<file path="src/rtl/posit_round_pipe.sv">
// rtl/posit_round_pipe.sv - two-stage posit regime/exponent encode and round pipeline
// Optional inexact-beat counter port enabled by defining POSIT_ROUND_STATS_EN.
module posit_round_pipe #(
    parameter int N  = 32,
    parameter int ES = 2,
    parameter int SW = $clog2(N) + ES + 2
) (
    input  logic                 clk,
    input  logic                 rst_n,
    input  logic                 in_valid,
    output logic                 in_ready,
    input  logic                 in_sign,
    input  logic                 in_zero,
    input  logic                 in_nar,
    input  logic signed [SW-1:0] in_scale,
    input  logic [N-1:0]         in_frac,
    input  logic                 in_sticky,
    input  logic                 rnd_mode,
    output logic                 out_valid,
    input  logic                 out_ready,
    output logic [N-1:0]         out_posit,
    output logic                 out_inexact,
    output logic                 out_sat
`ifdef POSIT_ROUND_STATS_EN
    ,
    output logic [15:0]          stat_inexact_cnt
`endif
);

    localparam int KW = $clog2(N) + 1;
    localparam int EW = (ES > 0) ? ES : 1;
    localparam int BW = ES + N;
    localparam int TW = 2 * N + ES;
    localparam logic signed [SW-1:0] K_HI = SW'(N - 2);
    localparam logic signed [SW-1:0] K_LO = SW'(2 - N);

    logic                 s2_ready;

    logic                 s1_valid_q;
    logic                 s1_sign_q;
    logic                 s1_zero_q;
    logic                 s1_nar_q;
    logic [KW-1:0]        s1_k_q;
    logic [EW-1:0]        s1_e_q;
    logic [N-1:0]         s1_frac_q;
    logic                 s1_sticky_q;
    logic                 s1_rnd_q;
    logic                 s1_sat_q;

    logic signed [SW-1:0] k_full;
    logic [KW-1:0]        s1_k_d;
    logic                 s1_sat_d;
    logic [EW-1:0]        s1_e_d;

    logic                 out_valid_q;
    logic [N-1:0]         out_posit_q;
    logic                 out_inexact_q;
    logic                 out_sat_q;

    logic                 kneg;
    logic [KW-1:0]        shamt;
    logic [BW-1:0]        body;
    logic signed [TW-1:0] seed;
    logic [TW-1:0]        tword;
    logic [N-2:0]         kept;
    logic                 g_bit;
    logic                 s_bit;
    logic                 inc;
    logic [N-1:0]         rsum;
    logic                 rnd_ovf;
    logic                 rnd_unf;
    logic [N-1:0]         mag;
    logic [N-1:0]         out_posit_d;
    logic                 out_inexact_d;
    logic                 out_sat_d;

    assign s2_ready = ~out_valid_q | out_ready;
    assign in_ready = ~s1_valid_q | s2_ready;

    assign k_full = in_scale >>> ES;

    always_comb begin
        s1_k_d   = k_full[KW-1:0];
        s1_sat_d = 1'b0;
        if (k_full > K_HI) begin
            s1_k_d   = KW'(N - 2);
            s1_sat_d = 1'b1;
        end else if (k_full < K_LO) begin
            s1_k_d   = KW'(2 - N);
            s1_sat_d = 1'b1;
        end
    end

    generate
        if (ES > 0) begin : g_exp
            assign s1_e_d = in_scale[ES-1:0];
            assign body   = {s1_e_q, s1_frac_q};
        end else begin : g_noexp
            assign s1_e_d = 1'b0;
            assign body   = s1_frac_q;
        end
    endgenerate

    always_ff @(posedge clk or negedge rst_n) begin
        if (!rst_n) begin
            s1_valid_q  <= 1'b0;
            s1_sign_q   <= 1'b0;
            s1_zero_q   <= 1'b0;
            s1_nar_q    <= 1'b0;
            s1_k_q      <= '0;
            s1_e_q      <= '0;
            s1_frac_q   <= '0;
            s1_sticky_q <= 1'b0;
            s1_rnd_q    <= 1'b0;
            s1_sat_q    <= 1'b0;
        end else if (in_ready) begin
            s1_valid_q <= in_valid;
            if (in_valid) begin
                s1_sign_q   <= in_sign;
                s1_zero_q   <= in_zero;
                s1_nar_q    <= in_nar;
                s1_k_q      <= s1_k_d;
                s1_e_q      <= s1_e_d;
                s1_frac_q   <= in_frac;
                s1_sticky_q <= in_sticky;
                s1_rnd_q    <= rnd_mode;
                s1_sat_q    <= s1_sat_d;
            end
        end
    end

    // Seed "10" (k>=0) or "01" (k<0) and sign-fill shift: k>=0 shifts by k
    // (growing the ones run), k<0 shifts by -k-1 = ~k (growing the zeros run).
    assign kneg  = s1_k_q[KW-1];
    assign shamt = kneg ? ~s1_k_q : s1_k_q;
    assign seed  = {~kneg, kneg, body, {(N-2){1'b0}}};
    assign tword = seed >>> shamt;

    assign kept  = tword[TW-1 -: N-1];
    assign g_bit = tword[TW-N];
    assign s_bit = (|tword[TW-N-1:0]) | s1_sticky_q;
    assign inc   = ~s1_rnd_q & g_bit & (s_bit | kept[0]);
    assign rsum  = {1'b0, kept} + {{(N-1){1'b0}}, inc};

    assign rnd_ovf = rsum[N-1];
    assign rnd_unf = (rsum == '0);

    always_comb begin
        mag = rsum;
        if (rnd_ovf) begin
            mag = {1'b0, {(N-1){1'b1}}};
        end else if (rnd_unf) begin
            mag = {{(N-1){1'b0}}, 1'b1};
        end
    end

    always_comb begin
        out_posit_d   = s1_sign_q ? (~mag + {{(N-1){1'b0}}, 1'b1}) : mag;
        out_inexact_d = g_bit | s_bit;
        out_sat_d     = s1_sat_q | rnd_ovf | rnd_unf;
        if (s1_nar_q) begin
            out_posit_d   = {1'b1, {(N-1){1'b0}}};
            out_inexact_d = 1'b0;
            out_sat_d     = 1'b0;
        end else if (s1_zero_q) begin
            out_posit_d   = '0;
            out_inexact_d = 1'b0;
            out_sat_d     = 1'b0;
        end
    end

    always_ff @(posedge clk or negedge rst_n) begin
        if (!rst_n) begin
            out_valid_q   <= 1'b0;
            out_posit_q   <= '0;
            out_inexact_q <= 1'b0;
            out_sat_q     <= 1'b0;
        end else if (s2_ready) begin
            out_valid_q <= s1_valid_q;
            if (s1_valid_q) begin
                out_posit_q   <= out_posit_d;
                out_inexact_q <= out_inexact_d;
                out_sat_q     <= out_sat_d;
            end
        end
    end

    assign out_valid   = out_valid_q;
    assign out_posit   = out_posit_q;
    assign out_inexact = out_inexact_q;
    assign out_sat     = out_sat_q;

`ifdef POSIT_ROUND_STATS_EN
    logic [15:0] stat_cnt_q;

    always_ff @(posedge clk or negedge rst_n) begin
        if (!rst_n) begin
            stat_cnt_q <= '0;
        end else if (out_valid_q && out_ready && out_inexact_q && (stat_cnt_q != 16'hFFFF)) begin
            stat_cnt_q <= stat_cnt_q + 16'd1;
        end
    end

    assign stat_inexact_cnt = stat_cnt_q;
`endif

endmodule

</file>
<file path="config.mk">
export PLATFORM = sky130hd
export DESIGN_NAME = posit_round_pipe
export DESIGN_NICKNAME = d
export VERILOG_FILES = /design/src/rtl/posit_round_pipe.sv
export SDC_FILE = /design/constraint.sdc
export NUM_CORES = 1
export LEC_CHECK = 0
export ABC_AREA = 1
export BUFFER_PORTS_ARGS = -buffer_cell sky130_fd_sc_hd__buf_4
export CAP_MARGIN = 20
export CORE_AREA = 3 3 200 163
export CTS_CLUSTER_DIAMETER = 50
export CTS_CLUSTER_SIZE = 24
export DETAILED_ROUTE_END_ITERATION = 6
export DIE_AREA = 0 0 203 166
export PLACE_DENSITY = 0.55
export SETUP_SLACK_MARGIN = 0.1
export SLEW_MARGIN = 10
export SYNTH_ARGS = -nofsm -noshare
export SYNTH_HDL_FRONTEND = slang
export SYNTH_SLANG_ARGS = --single-unit
</file>
<file path="constraint.sdc">
create_clock -name clk -period 5.6 [get_ports clk]
set_clock_uncertainty 0.05 [all_clocks]
set_input_delay 1.12 -clock clk [delete_from_list [all_inputs] [get_ports clk]]
set_output_delay 1.12 -clock clk [all_outputs]
set_load 0.01 [all_outputs]
</file>
==> results.sh, run 1 <==
export IMPL_cp_top_family="simple AND/OR/NAND/NOR gates"
export IMPL_post_synth_main_area_contributors="nand2_1, dfrtp_1, nand3_1"
export IMPL_n_antenna_cell=0
export IMPL_dr_pass1_iters=5
export IMPL_die_y_um=166
export IMPL_cpMaxStageDelayCell="dfrtp_4"
export IMPL_synth_top_area_share_pct=24.61
export IMPL_number_of_fill_cells_in_the_layout=3469
export IMPL_coreArea_mm2=0.03045
export IMPL_preCtsSetupSlack_ns=0.3321
export IMPL_synth_seq_cells=82
export IMPL_count_leader_synth="nand2_1"
export IMPL_number_of_core_rows=57
export IMPL_post_synth_inst_count=1608
export IMPL_grt_antenna_before_repair=0
export IMPL_timing_final_ws_setup_ns=0.5639
export IMPL_design_final_nets=1723
export IMPL_area_sequential_mm2=0.002058
export IMPL_totalWireLength_mm=33.86
export IMPL_portBuffers=85
export IMPL_post_dp_cell_area_mm2=0.01022
export IMPL_timing_slew_headroom_pct=42.31
export IMPL_insertion_delay_ns=0.36
export IMPL_cts_inserted_buffers=9
export IMPL_drt_initial_drc_count=1044
export IMPL_max_slew_worst_pin_slew_ns=0.8633
export IMPL_timing_setup_critical_path_class="reg2reg"
export IMPL_synth_edff_count=0
export IMPL_route_detailed_vias_per_inst=5.167
export IMPL_final_area_mm2=0.01064
export IMPL_clock_tree_root_cell="clkbuf_16"
export IMPL_post_route_drc_count=0
export IMPL_power_per_cell_area_mw_per_mm2=444.1
export IMPL_routed_via_count=10789
export IMPL_crit_required_ns=5.84
export IMPL_synth_sequential_area_ratio_pct=22.35
export IMPL_die_area_mm2=0.03370
export IMPL_clock_path_buffers=2
export IMPL_cpMostUsedCell="nand2_1"
export IMPL_worstSetupEndpointType="register"
export IMPL_global_route_wire_length_before_repair_mm=55.26
export IMPL_die_width_um=203
export IMPL_multi_input_comb_area_mm2=0.006319
export IMPL_cts_sink_count=82
export IMPL_setup_worst_path_start_class="register"
export IMPL_timing_max_cap_violations=0
export IMPL_power_static_leakage_nw=5.497
export IMPL_maxClockFrequency_ghz=0.1986
export IMPL_synth_lib_cells_used_distinct=42
export IMPL_syn_avg_cell_area_um2=5.710
export IMPL_hp_class="reg2reg"
export IMPL_placed_cells=2068
export IMPL_start_util_pct=30.15
export IMPL_mappedNetlistArea_mm2=0.009181
export IMPL_crit_path_max_incr_delay_ns=0.58
export IMPL_timing_max_transition_violations_final=0
export IMPL_tritoncts_clock_tree="done"
export IMPL_final_min_period_over_clock_period_pct=89.93
export IMPL_cts_reportedPaths_clkPinSlew_ns=0.07
export IMPL_detailedPlacementHpwl_mm=26.86
export IMPL_area_delta_synth_final_pct=15.84
export IMPL_final_layout_size_suffix_gt1_share_pct=14.99
export IMPL_yosys_top_cells_count="nand2_1, nand3_1, nor2_1"
export IMPL_avgRoutedWirePerCell_um=16.22
export IMPL_grt_total_usage_pct=20.13
export IMPL_final_setup_viol_count=0
export IMPL_setup_tns_final_ns=0
export IMPL_boundaryPins=86
export IMPL_first_global_vias=10243
export IMPL_critical_path_n_buffers_inverters=4
export IMPL_grt_start_max_net_pins=53
export IMPL_critPathArrivalTime_ns=5.28
export IMPL_run_status="complete, no violations"
export IMPL_worst_hold_slack_ns=0.4299
export IMPL_final_weighted_congestion_in_routability_driven_placement=0.9515
export IMPL_finalNonFillerCells=2088
export IMPL_ir_drop_mv=0.1396
export IMPL_synth_flop_cell="dfrtp_1"
export IMPL_postRouteAntennaNets=0
export IMPL_finalHoldViolCount=0
export IMPL_mappedNetlistNets=1661
export IMPL_synthArstFlopShare_pct=100.0
export IMPL_cp_max_fo=27
export IMPL_ctsHtreeMaxLevel=3
export IMPL_rsz0062_at_grt="false"
export IMPL_yosysWarnings=0
export IMPL_overflow=0
export IMPL_final_min_period_ns=5.036
export IMPL_post_synth_top_area_cell="nand2_1"
==> per-stage QoR <==
| step | total power [mW] | util (%) |
|---|---|---|
| 6_report | 4.724 | 34.92 |
| 5_1_grt | 5.198 | 34.92 |
| 3_5_place_dp | 4.007 | 33.55 |
| 4_1_cts | 4.673 | 34.55 |
| 3_3_place_gp | 4.010 | 33.55 |
| 2_1_floorplan | 3.083 | - |
==> final timing paths <==
path                               start            end  slack [ns]  cells past startpoint
min in group asynchronous          rst_n  s1_frac_q[30]        0.63                      1
hold reg to reg            out_posit[15]  out_posit[15]        0.43                      2
max in group asynchronous          rst_n      s1_k_q[5]        3.82                      2
setup reg to reg               s1_k_q[5]  out_posit[30]        0.56                     36
setup / recovery               s1_k_q[5]  out_posit[30]        0.56                     36
hold / removal             out_posit[15]  out_posit[15]        0.43                      2
==> area by class of cell <==
| class | instances | area share, % |
|---|---|---|
| Clock buffer | 10 | 2.247 |
| Clock inverter | 6 | 0.6118 |
| Inverter | 119 | 4.318 |
| Multi-Input combinational cell | 1337 | 59.41 |
| Sequential cell | 82 | 19.35 |
| Tap cell | 413 | 4.859 |
| Timing Repair Buffer | 121 | 9.200 |
==> per-layer routing <==
layer  global-route usage, %  vias to the layer above  wire (um)
li1                        -                     5358          -
met1                   31.02                     5024      17220
met2                   29.95                      376      14010
met3                   2.352                       31       2154
met4                   4.306                        0        472
met5                       0                        -          0
==> placed cells by master, fill, tap and decap left out, drive strengths merged, types with 2 or more instances in the layout <==
master  count
nand2     639
nand3     396
nor2      157
buf       121
inv       115
dfrtp      82
o21ai      74
nand4      19
a21oi      17
clkbuf     10
clkinv      8
nor3        8
xor2        5
xnor2       3
o22ai       3
and2        3
ha          3
o211ai      2
nor4        2
or2         2
==> kinds of logic after synthesis <==
| logic type | after synthesis | synth area share, % |
|---|---|---|
| adders and majority gates | 3 | 0.4089 |
| AOI/OAI and AO/OA | 98 | 5.587 |
| DFF | 82 | 22.35 |
| xor gates and xnor gates | 8 | 0.8450 |
| and+or+nand+nor | 1225 | 60.98 |
| buffers and inverters | 191 | 9.716 |
| muxes | 1 | 0.1090 |
==> report_power, final <==
group	switching (mW)	internal (mW)	total (mW)
clock network	0.279	0.359	0.638
registers	0.100	0.734	0.834
logic	2.22	1.03	3.25
==> flip-flops by register name, summed over array words and instances, names as in the netlist <==
| signal | cells |
|---|---|
| s1_k_q | 6 |
| s1_e_q | 2 |
| s1_frac_q | 32 |
| s1_sign_q | 1 |
| s1_valid_q | 1 |
| out_sat | 1 |
| s1_sat_q | 1 |
| out_inexact | 1 |
| s1_sticky_q | 1 |
| out_posit | 32 |
| s1_rnd_q | 1 |
| out_valid | 1 |
| s1_nar_q | 1 |
| s1_zero_q | 1 |
==> worst min-delay path, stage by stage, from the launching register on <==
cell and delay (ns):
dfrtp_1 0.34, nand2_1 0.05, nand2_1 0.05
==> timing repair <==
item	CTS	global route
setup endpoints to repair	0	13
hold buffers	0	0
setup buffers	0	2
resized for setup	0	19
No activity file was read; power rests on OpenSTA's default activity.
==> run 2: changes to the inputs <==
--- a/config.mk
+++ b/config.mk
@@ -8,12 +8,12 @@
 export ABC_AREA = 1
 export BUFFER_PORTS_ARGS = -buffer_cell sky130_fd_sc_hd__buf_4
 export CAP_MARGIN = 20
-export CORE_AREA = 3 3 200 163
+export CORE_AREA = 3 3 188 153
 export CTS_CLUSTER_DIAMETER = 50
 export CTS_CLUSTER_SIZE = 24
 export DETAILED_ROUTE_END_ITERATION = 6
-export DIE_AREA = 0 0 203 166
-export PLACE_DENSITY = 0.55
+export DIE_AREA = 0 0 191 156
+export PLACE_DENSITY = 0.59
 export SETUP_SLACK_MARGIN = 0.1
 export SLEW_MARGIN = 10
 export SYNTH_ARGS = -nofsm -noshare
==> run 2 against run 1 <==
Against the previous run: utilization rose by 4.3 points; sequential cell count did not move; global-route usage rose by 1.9 points; maximum frequency fell by 1.9%; worst setup slack got worse by 0.095 ns; register-to-register slack got worse by 0.095 ns; first-iteration DRC count rose by 16%; sequential power rose by 0.7%; via count rose by 0.31%; critical path depth rose by 1; critical path type unchanged; critical endpoint unchanged; largest cell class unchanged; highest routed layer unchanged.
==> results.sh, run 2 (synthesis gave the netlist of run 1 again) <==
export IMPL_insertion_delay_ns=0.36
export IMPL_setup_worst_path_start_class="register"
export IMPL_cpMostUsedCell="nand2_1"
export IMPL_ctsHtreeMaxLevel=3
export IMPL_die_y_um=156
export IMPL_number_of_fill_cells_in_the_layout=2976
export IMPL_placed_cells=2019
export IMPL_setup_reg_to_reg_worst_slack_ns=0.47
export IMPL_maxClockFrequency_ghz=0.1949
export IMPL_area_delta_synth_final_pct=15.71
export IMPL_crit_path_max_incr_delay_ns=0.57
export IMPL_cts_sink_count=82
export IMPL_global_route_wire_length_before_repair_mm=52.50
export IMPL_cts_reportedPaths_clkPinSlew_ns=0.07
export IMPL_power_per_cell_area_mw_per_mm2=443.1
export IMPL_post_route_drc_count=0
export IMPL_timing_max_cap_violations=0
export IMPL_final_cell_mix="nand2_1, nand3_1, nor2_1, buf_4, inv_1"
export IMPL_ir_drop_mv=0.1961
export IMPL_critical_path_end="out_posit[30]"
export IMPL_worst_hold_startpoint="out_posit[3]"
export IMPL_avgRoutedWirePerCell_um=16.18
export IMPL_design_final_nets=1729
export IMPL_grt_start_max_net_pins=53
export IMPL_n_antenna_cell=0
export IMPL_clock_tree_root_cell="clkbuf_16"
export IMPL_cts_inserted_buffers=9
export IMPL_detailedPlacementHpwl_mm=26.16
export IMPL_postRouteAntennaNets=0
export IMPL_cp_max_fo=18
export IMPL_routed_via_count=10822
export IMPL_timing_final_ws_setup_ns=0.4687
export IMPL_first_global_vias=9687
export IMPL_start_util_pct=33.89
export IMPL_timing_setup_critical_path_class="reg2reg"
export IMPL_finalNonFillerCells=2045
export IMPL_run_status="complete, no violations"
export IMPL_die_width_um=191
export IMPL_timing_max_transition_violations_final=0
export IMPL_final_setup_viol_count=0
export IMPL_final_min_period_ns=5.131
export IMPL_rsz0062_at_grt="true"
export IMPL_final_common_cell="nand2_1"
export IMPL_crit_reg_reg_endpoint="out_posit[30]"
export IMPL_cpMaxStageDelayCell="dfrtp_4"
export IMPL_tritoncts_clock_tree="done"
export IMPL_route_detailed_vias_per_inst=5.292
export IMPL_worst_r2r_path_depth=37
export IMPL_final_area_mm2=0.01062
export IMPL_number_of_core_rows=54
export IMPL_power_static_leakage_nw=5.511
export IMPL_dr_pass1_iters=6
export IMPL_hp_class="reg2reg"
export IMPL_clock_path_buffers=2
export IMPL_max_slew_worst_pin_slew_ns=0.5559
export IMPL_final_layout_size_suffix_gt1_share_pct=15.35
export IMPL_worst_hold_slack_ns=0.4332
export IMPL_grt_antenna_before_repair=0
export IMPL_drt_initial_drc_count=1212
export IMPL_post_dp_cell_area_mm2=0.01014
export IMPL_final_weighted_congestion_in_routability_driven_placement=0.9576
export IMPL_coreArea_mm2=0.02709
export IMPL_crit_required_ns=5.84
export IMPL_worstReg2RegStart="s1_k_q[5]"
export IMPL_setup_tns_final_ns=0
export IMPL_final_min_period_over_clock_period_pct=91.63
export IMPL_preCtsSetupSlack_ns=0.06070
export IMPL_worstSetupStartpoint="s1_k_q[5]"
export IMPL_total_power_mw=4.707
export IMPL_grt_total_usage_pct=22.00
export IMPL_boundaryPins=86
export IMPL_critPathArrivalTime_ns=5.37
export IMPL_postLayoutCoreUtil_pct=39.21
export IMPL_worstSetupEndpointType="register"
export IMPL_overflow=0
export IMPL_totalWireLength_mm=33.08
export IMPL_timing_slew_headroom_pct=62.94
export IMPL_portBuffers=85
export IMPL_die_area_mm2=0.02980
export IMPL_finalHoldViolCount=0
==> run 2: power by group <==
group	total, mW	internal, mW	switching [mW]	leakage, nW
combinational	3.25	1.04	2.21	4.34
clock	0.615	0.323	0.292	0.146
sequential	0.840	0.734	0.106	1.03
total	4.71	2.10	2.61	5.51
==> run 2: final cells by class <==
| class | instances | area, um^2 | area share [%] |
|---|---|---|---|
| multi-input combinational | 1337 | 6339 | 59.66 |
| inverter | 119 | 455.4 | 4.287 |
| clock inverter | 6 | 55.05 | 0.5182 |
| clock buffer | 10 | 239.0 | 2.249 |
| tap | 364 | 455.4 | 4.287 |
| sequential | 82 | 2057 | 19.36 |
| timing repair buffer | 127 | 1023 | 9.634 |
==> run 2: worst min path at each step <==
stage	endpoint	cells past startpoint
after global placement	out_posit[10]	2
after CTS	out_posit[18]	2
final	out_posit[3]	2
after floorplan	s1_k_q[4]	2
after global routing	out_posit[18]	2
after detailed placement	out_posit[18]	2
==> run 2: timing repair <==
action,in CTS,in global routing
cloned,0,2
setup buffers,0,8
pin swaps,0,6
setup endpoints to repair,3,12
hold buffers,0,0
resized for setup,1,24
==> run 2: critical path: cells and delay by family, from the launching register on <==
| kind | cells | cell delay [ns] |
|---|---|---|
| AOI/OAI and AO/OA | 2 | 0.27 |
| adders and majority gates | 2 | 0.42 |
| buffers and inverters | 4 | 0.50 |
| DFF | 1 | 0.57 |
| and+or+nand+nor | 29 | 3.23 |
==> run 2: layer usage <==
layer  GRT usage, %  up-vias  share of wire (%)
li1               -     5380                  -
met4          4.506        0                1.1
met1          35.00     5001                 51
met2          30.67      412                 40
met5              0        -                  0
met3          3.729       29                7.8
==> run 3: changes to the inputs <==
--- a/config.mk
+++ b/config.mk
@@ -5,14 +5,14 @@
 export SDC_FILE = /design/constraint.sdc
 export NUM_CORES = 1
 export LEC_CHECK = 0
-export ABC_AREA = 1
+export ABC_AREA = 0
 export BUFFER_PORTS_ARGS = -buffer_cell sky130_fd_sc_hd__buf_4
 export CAP_MARGIN = 20
-export CORE_AREA = 3 3 188 153
+export CORE_AREA = 3 3 192 157
 export CTS_CLUSTER_DIAMETER = 50
 export CTS_CLUSTER_SIZE = 24
 export DETAILED_ROUTE_END_ITERATION = 6
-export DIE_AREA = 0 0 191 156
+export DIE_AREA = 0 0 195 160
 export PLACE_DENSITY = 0.59
 export SETUP_SLACK_MARGIN = 0.1
 export SLEW_MARGIN = 10
==> run 3 against run 2 <==
Against the previous run: the run now ends with negative setup slack left; wire length is 37% higher; sequential power is 1% lower; sequential share of layout area is 5.6 points lower; critical endpoint is now out_posit[26]; highest routed layer unchanged.
==> results.sh, run 3 <==
export IMPL_clock_path_buffers=2
export IMPL_die_width_um=195
export IMPL_syn_avg_cell_area_um2=8.031
export IMPL_power_static_leakage_nw=6.408
export IMPL_area_sequential_mm2=0.002059
export IMPL_worst_hold_slack_ns=0.4319
export IMPL_die_area_mm2=0.03120
export IMPL_drt_initial_drc_count=1343
export IMPL_final_min_period_over_clock_period_pct=111.3
export IMPL_start_util_pct=33.90
export IMPL_clock_tree_root_cell="clkbuf_16"
export IMPL_maxClockFrequency_ghz=0.1604
export IMPL_grt_total_usage_pct=27.98
export IMPL_finalHoldViolCount=0
export IMPL_routed_via_count=12219
export IMPL_max_slew_worst_pin_slew_ns=0.9405
export IMPL_hp_class="reg2reg"
export IMPL_final_cell_mix="buf_4, nand2_1, dfrtp_1"
export IMPL_final_weighted_congestion_in_routability_driven_placement=1.075
export IMPL_setup_reg_to_reg_worst_slack_ns=-0.63
export IMPL_cts_sink_count=82
export IMPL_critical_path_end="out_posit[26]"
export IMPL_yosys_top_cells_count="nand2_1, dfrtp_1, mux2_2"
export IMPL_synth_sequential_area_ratio_pct=21.45
export IMPL_crit_required_ns=5.81
export IMPL_crit_reg_reg_endpoint="out_posit[26]"
export IMPL_first_global_vias=11635
export IMPL_post_route_drc_count=0
export IMPL_cp_top_family="simple AND/OR/NAND/NOR gates"
export IMPL_die_y_um=160
export IMPL_post_synth_main_area_contributors="dfrtp_1, mux2_2, o22ai_1"
export IMPL_multiplexer_share_of_the_synthesized_area_pct=15.09
export IMPL_synthAdderAreaFrac_pct=0.4971
export IMPL_crit_path_max_incr_delay_ns=0.55
export IMPL_violations="negative setup slack"
export IMPL_design_final_nets=1712
export IMPL_final_area_mm2=0.01494
export IMPL_worstSetupStartpoint="s1_k_q[0]"
export IMPL_worstSetupEndpointType="register"
export IMPL_route_detailed_vias_per_inst=6.007
export IMPL_rsz0062_at_grt="true"
export IMPL_mappedNetlistNets=1244
export IMPL_dr_pass1_iters=6
export IMPL_cp_num_cells=26
export IMPL_timing_setup_critical_path_class="reg2reg"
export IMPL_overflow=0
export IMPL_n_antenna_cell=0
export IMPL_global_route_wire_length_before_repair_mm=69.08
export IMPL_cpMaxStageDelayCell="or4b_4"
export IMPL_synth_lib_cells_used_distinct=95
export IMPL_area_delta_synth_final_pct=56.19
export IMPL_boundaryPins=86
export IMPL_totalWireLength_mm=45.20
export IMPL_post_synth_inst_count=1191
export IMPL_synth_simple_area_share_pct=23.86
export IMPL_timing_slew_headroom_pct=37.30
export IMPL_worst_hold_startpoint="out_posit[25]"
export IMPL_cts_inserted_buffers=9
export IMPL_synth_top_area_share_pct=21.45
export IMPL_ctsHtreeMaxLevel=3
export IMPL_insertion_delay_ns=0.37
export IMPL_final_layout_size_suffix_gt1_share_pct=47.36
export IMPL_multi_input_comb_area_mm2=0.007565
export IMPL_post_dp_cell_area_mm2=0.01348
export IMPL_count_leader_synth="nand2_1"
export IMPL_critPathArrivalTime_ns=6.44
export IMPL_grt_antenna_before_repair=0
export IMPL_combinational_family_with_the_most_area_after_synthesis="compound AO/OA/AOI/OAI gates"
export IMPL_run_status="finished, violations left"
export IMPL_critical_path_n_buffers_inverters=5
export IMPL_yosys_area_share_xor_xnor_pct=3.833
export IMPL_avgRoutedWirePerCell_um=22.22
export IMPL_final_common_cell="buf_4"
export IMPL_postRouteAntennaNets=0
export IMPL_detailedPlacementHpwl_mm=35.15
export IMPL_final_setup_viol_count=26
export IMPL_yosysWarnings=0
export IMPL_cp_max_fo=6
export IMPL_number_of_core_rows=55
export IMPL_total_power_mw=5.781
export IMPL_synth_edff_count=0
export IMPL_worstReg2RegStart="s1_k_q[0]"
export IMPL_tritoncts_clock_tree="done"
export IMPL_power_per_cell_area_mw_per_mm2=386.9
export IMPL_portBuffers=85
export IMPL_cts_reportedPaths_clkPinSlew_ns=0.07
export IMPL_grt_start_max_net_pins=50
export IMPL_synthArstFlopShare_pct=100.0
export IMPL_timing_max_cap_violations=0
export IMPL_mappedNetlistArea_mm2=0.009565
export IMPL_coreArea_mm2=0.02821
export IMPL_timing_max_transition_violations_final=0
export IMPL_final_min_period_ns=6.233
export IMPL_synth_compound_area_share_pct=29.05
export IMPL_synth_seq_cells=82
export IMPL_worst_r2r_path_depth=26
export IMPL_post_synth_top_area_cell="dfrtp_1"
export IMPL_ir_drop_mv=0.1997
export IMPL_timing_final_ws_setup_ns=-0.6331
export IMPL_total_of_hold_buffers_inserted_after_clock_tree_synthesis=0
export IMPL_synth_flop_cell="dfrtp_1"
export IMPL_number_of_fill_cells_in_the_layout=2628
export IMPL_setup_worst_path_start_class="register"
==> run 3: cell count changes in the layout (fill, tap and decap cells not counted), moves of 29 or more <==
cell / before / now
nand2_1: 600 / 104
buf_4: 120 / 517
nand3_1: 381 / 34
inv_1: 101 / 10
mux2_2: 0 / 68
o22ai_1: 3 / 65
nor2_1: 120 / 73
a21oi_1: 15 / 54
mux2i_1: 1 / 30
==> run 3: worst register-to-register path, cell delays in order, from the launching register on <==
cell and delay (ns):
dfrtp_4 0.52, buf_12 0.17, buf_4 0.15, mux2_2 0.23
o22ai_1 0.08, o32a_1 0.39, and2_4 0.21, a211oi_2 0.25
and3_1 0.21, ha_2 0.19, inv_2 0.04, a2111o_1 0.34
nor3_4 0.20, and3_4 0.22, buf_8 0.12, a311oi_4 0.12
o32ai_4 0.34, or3_4 0.22, nor4_4 0.07, nor3_4 0.16
ha_2 0.21, inv_2 0.04, or4b_4 0.55, or4_4 0.53
o31ai_4 0.26, xnor2_1 0.10, a22o_1 0.18
==> run 3: routing by layer <==
layer	part of all wire, %	routed length [um]	up-vias	GRT usage (%)
li1	-	-	5596	-
met1	47	21290	5906	42.96
met2	41	18630	649	40.39
met3	10	4672	68	6.539
met4	1.3	600	0	4.179
met5	0	0	-	0
==> run 3: final cells by class <==
cell class | count | area share, %
inverters | 15 | 0.4104
clock inverters | 7 | 0.7118
multi-input cells | 995 | 50.63
repair buffers | 556 | 29.86
well taps | 370 | 3.099
flip-flops and latches | 82 | 13.78
clock buffers | 9 | 1.507
==> run 3: metrics by stage <==
| stage | utilization [%] | setup TNS (ns) | cells | worst slack [ns] |
|---|---|---|---|---|
| 2_1_floorplan | - | -7.163 | 1191 | -0.8378 |
| 3_3_place_gp | 47.79 | -10.57 | 1964 | -0.8381 |
| 3_5_place_dp | 47.79 | -10.58 | 1964 | -0.8444 |
| 4_1_cts | 52.26 | -4.336 | 2025 | -0.5009 |
| 5_1_grt | 52.95 | -12.50 | 2034 | -0.8215 |
| 6_report | 52.95 | -7.190 | 2034 | -0.6331 |
==> run 3: how the worst min path moves through the flow <==
stage                          to  slack (ns)  depth (start not counted)
finish              out_posit[25]        0.43                          2
CTS                 out_posit[14]        0.44                          2
global route        out_posit[21]        0.47                          2
detailed placement  out_posit[14]        0.42                          2
global placement    out_posit[23]        0.41                          2
floorplan                s1_sat_q        0.40                          1
==> run 3: where the power goes <==
| group | internal, mW | switching [mW] | leakage, nW |
|---|---|---|---|
| Sequential | 0.706 | 0.122 | 1.01 |
| Clock | 0.401 | 0.301 | 0.163 |
| Combinational | 2.03 | 2.22 | 5.23 |
| Total | 3.14 | 2.64 | 6.41 |
==> run 3: cells by family (layout without fill, tap and decap cells) <==
logic type,count (synthesis),in the layout
and+or+nand+nor,429,429
AOI/OAI and AO/OA,395,395
muxes,126,126
buffers and inverters,114,587
DFF,82,82
xor gates and xnor gates,41,41
adders and majority gates,4,4
==> run 3: repair_timing <==
item | 4_1_cts | 5_1_grt
setup buffers | 52 | 11
cloned | 2 | 0
endpoints found under the setup margin | 31 | 31
pin swaps | 20 | 13
resized for setup | 124 | 26
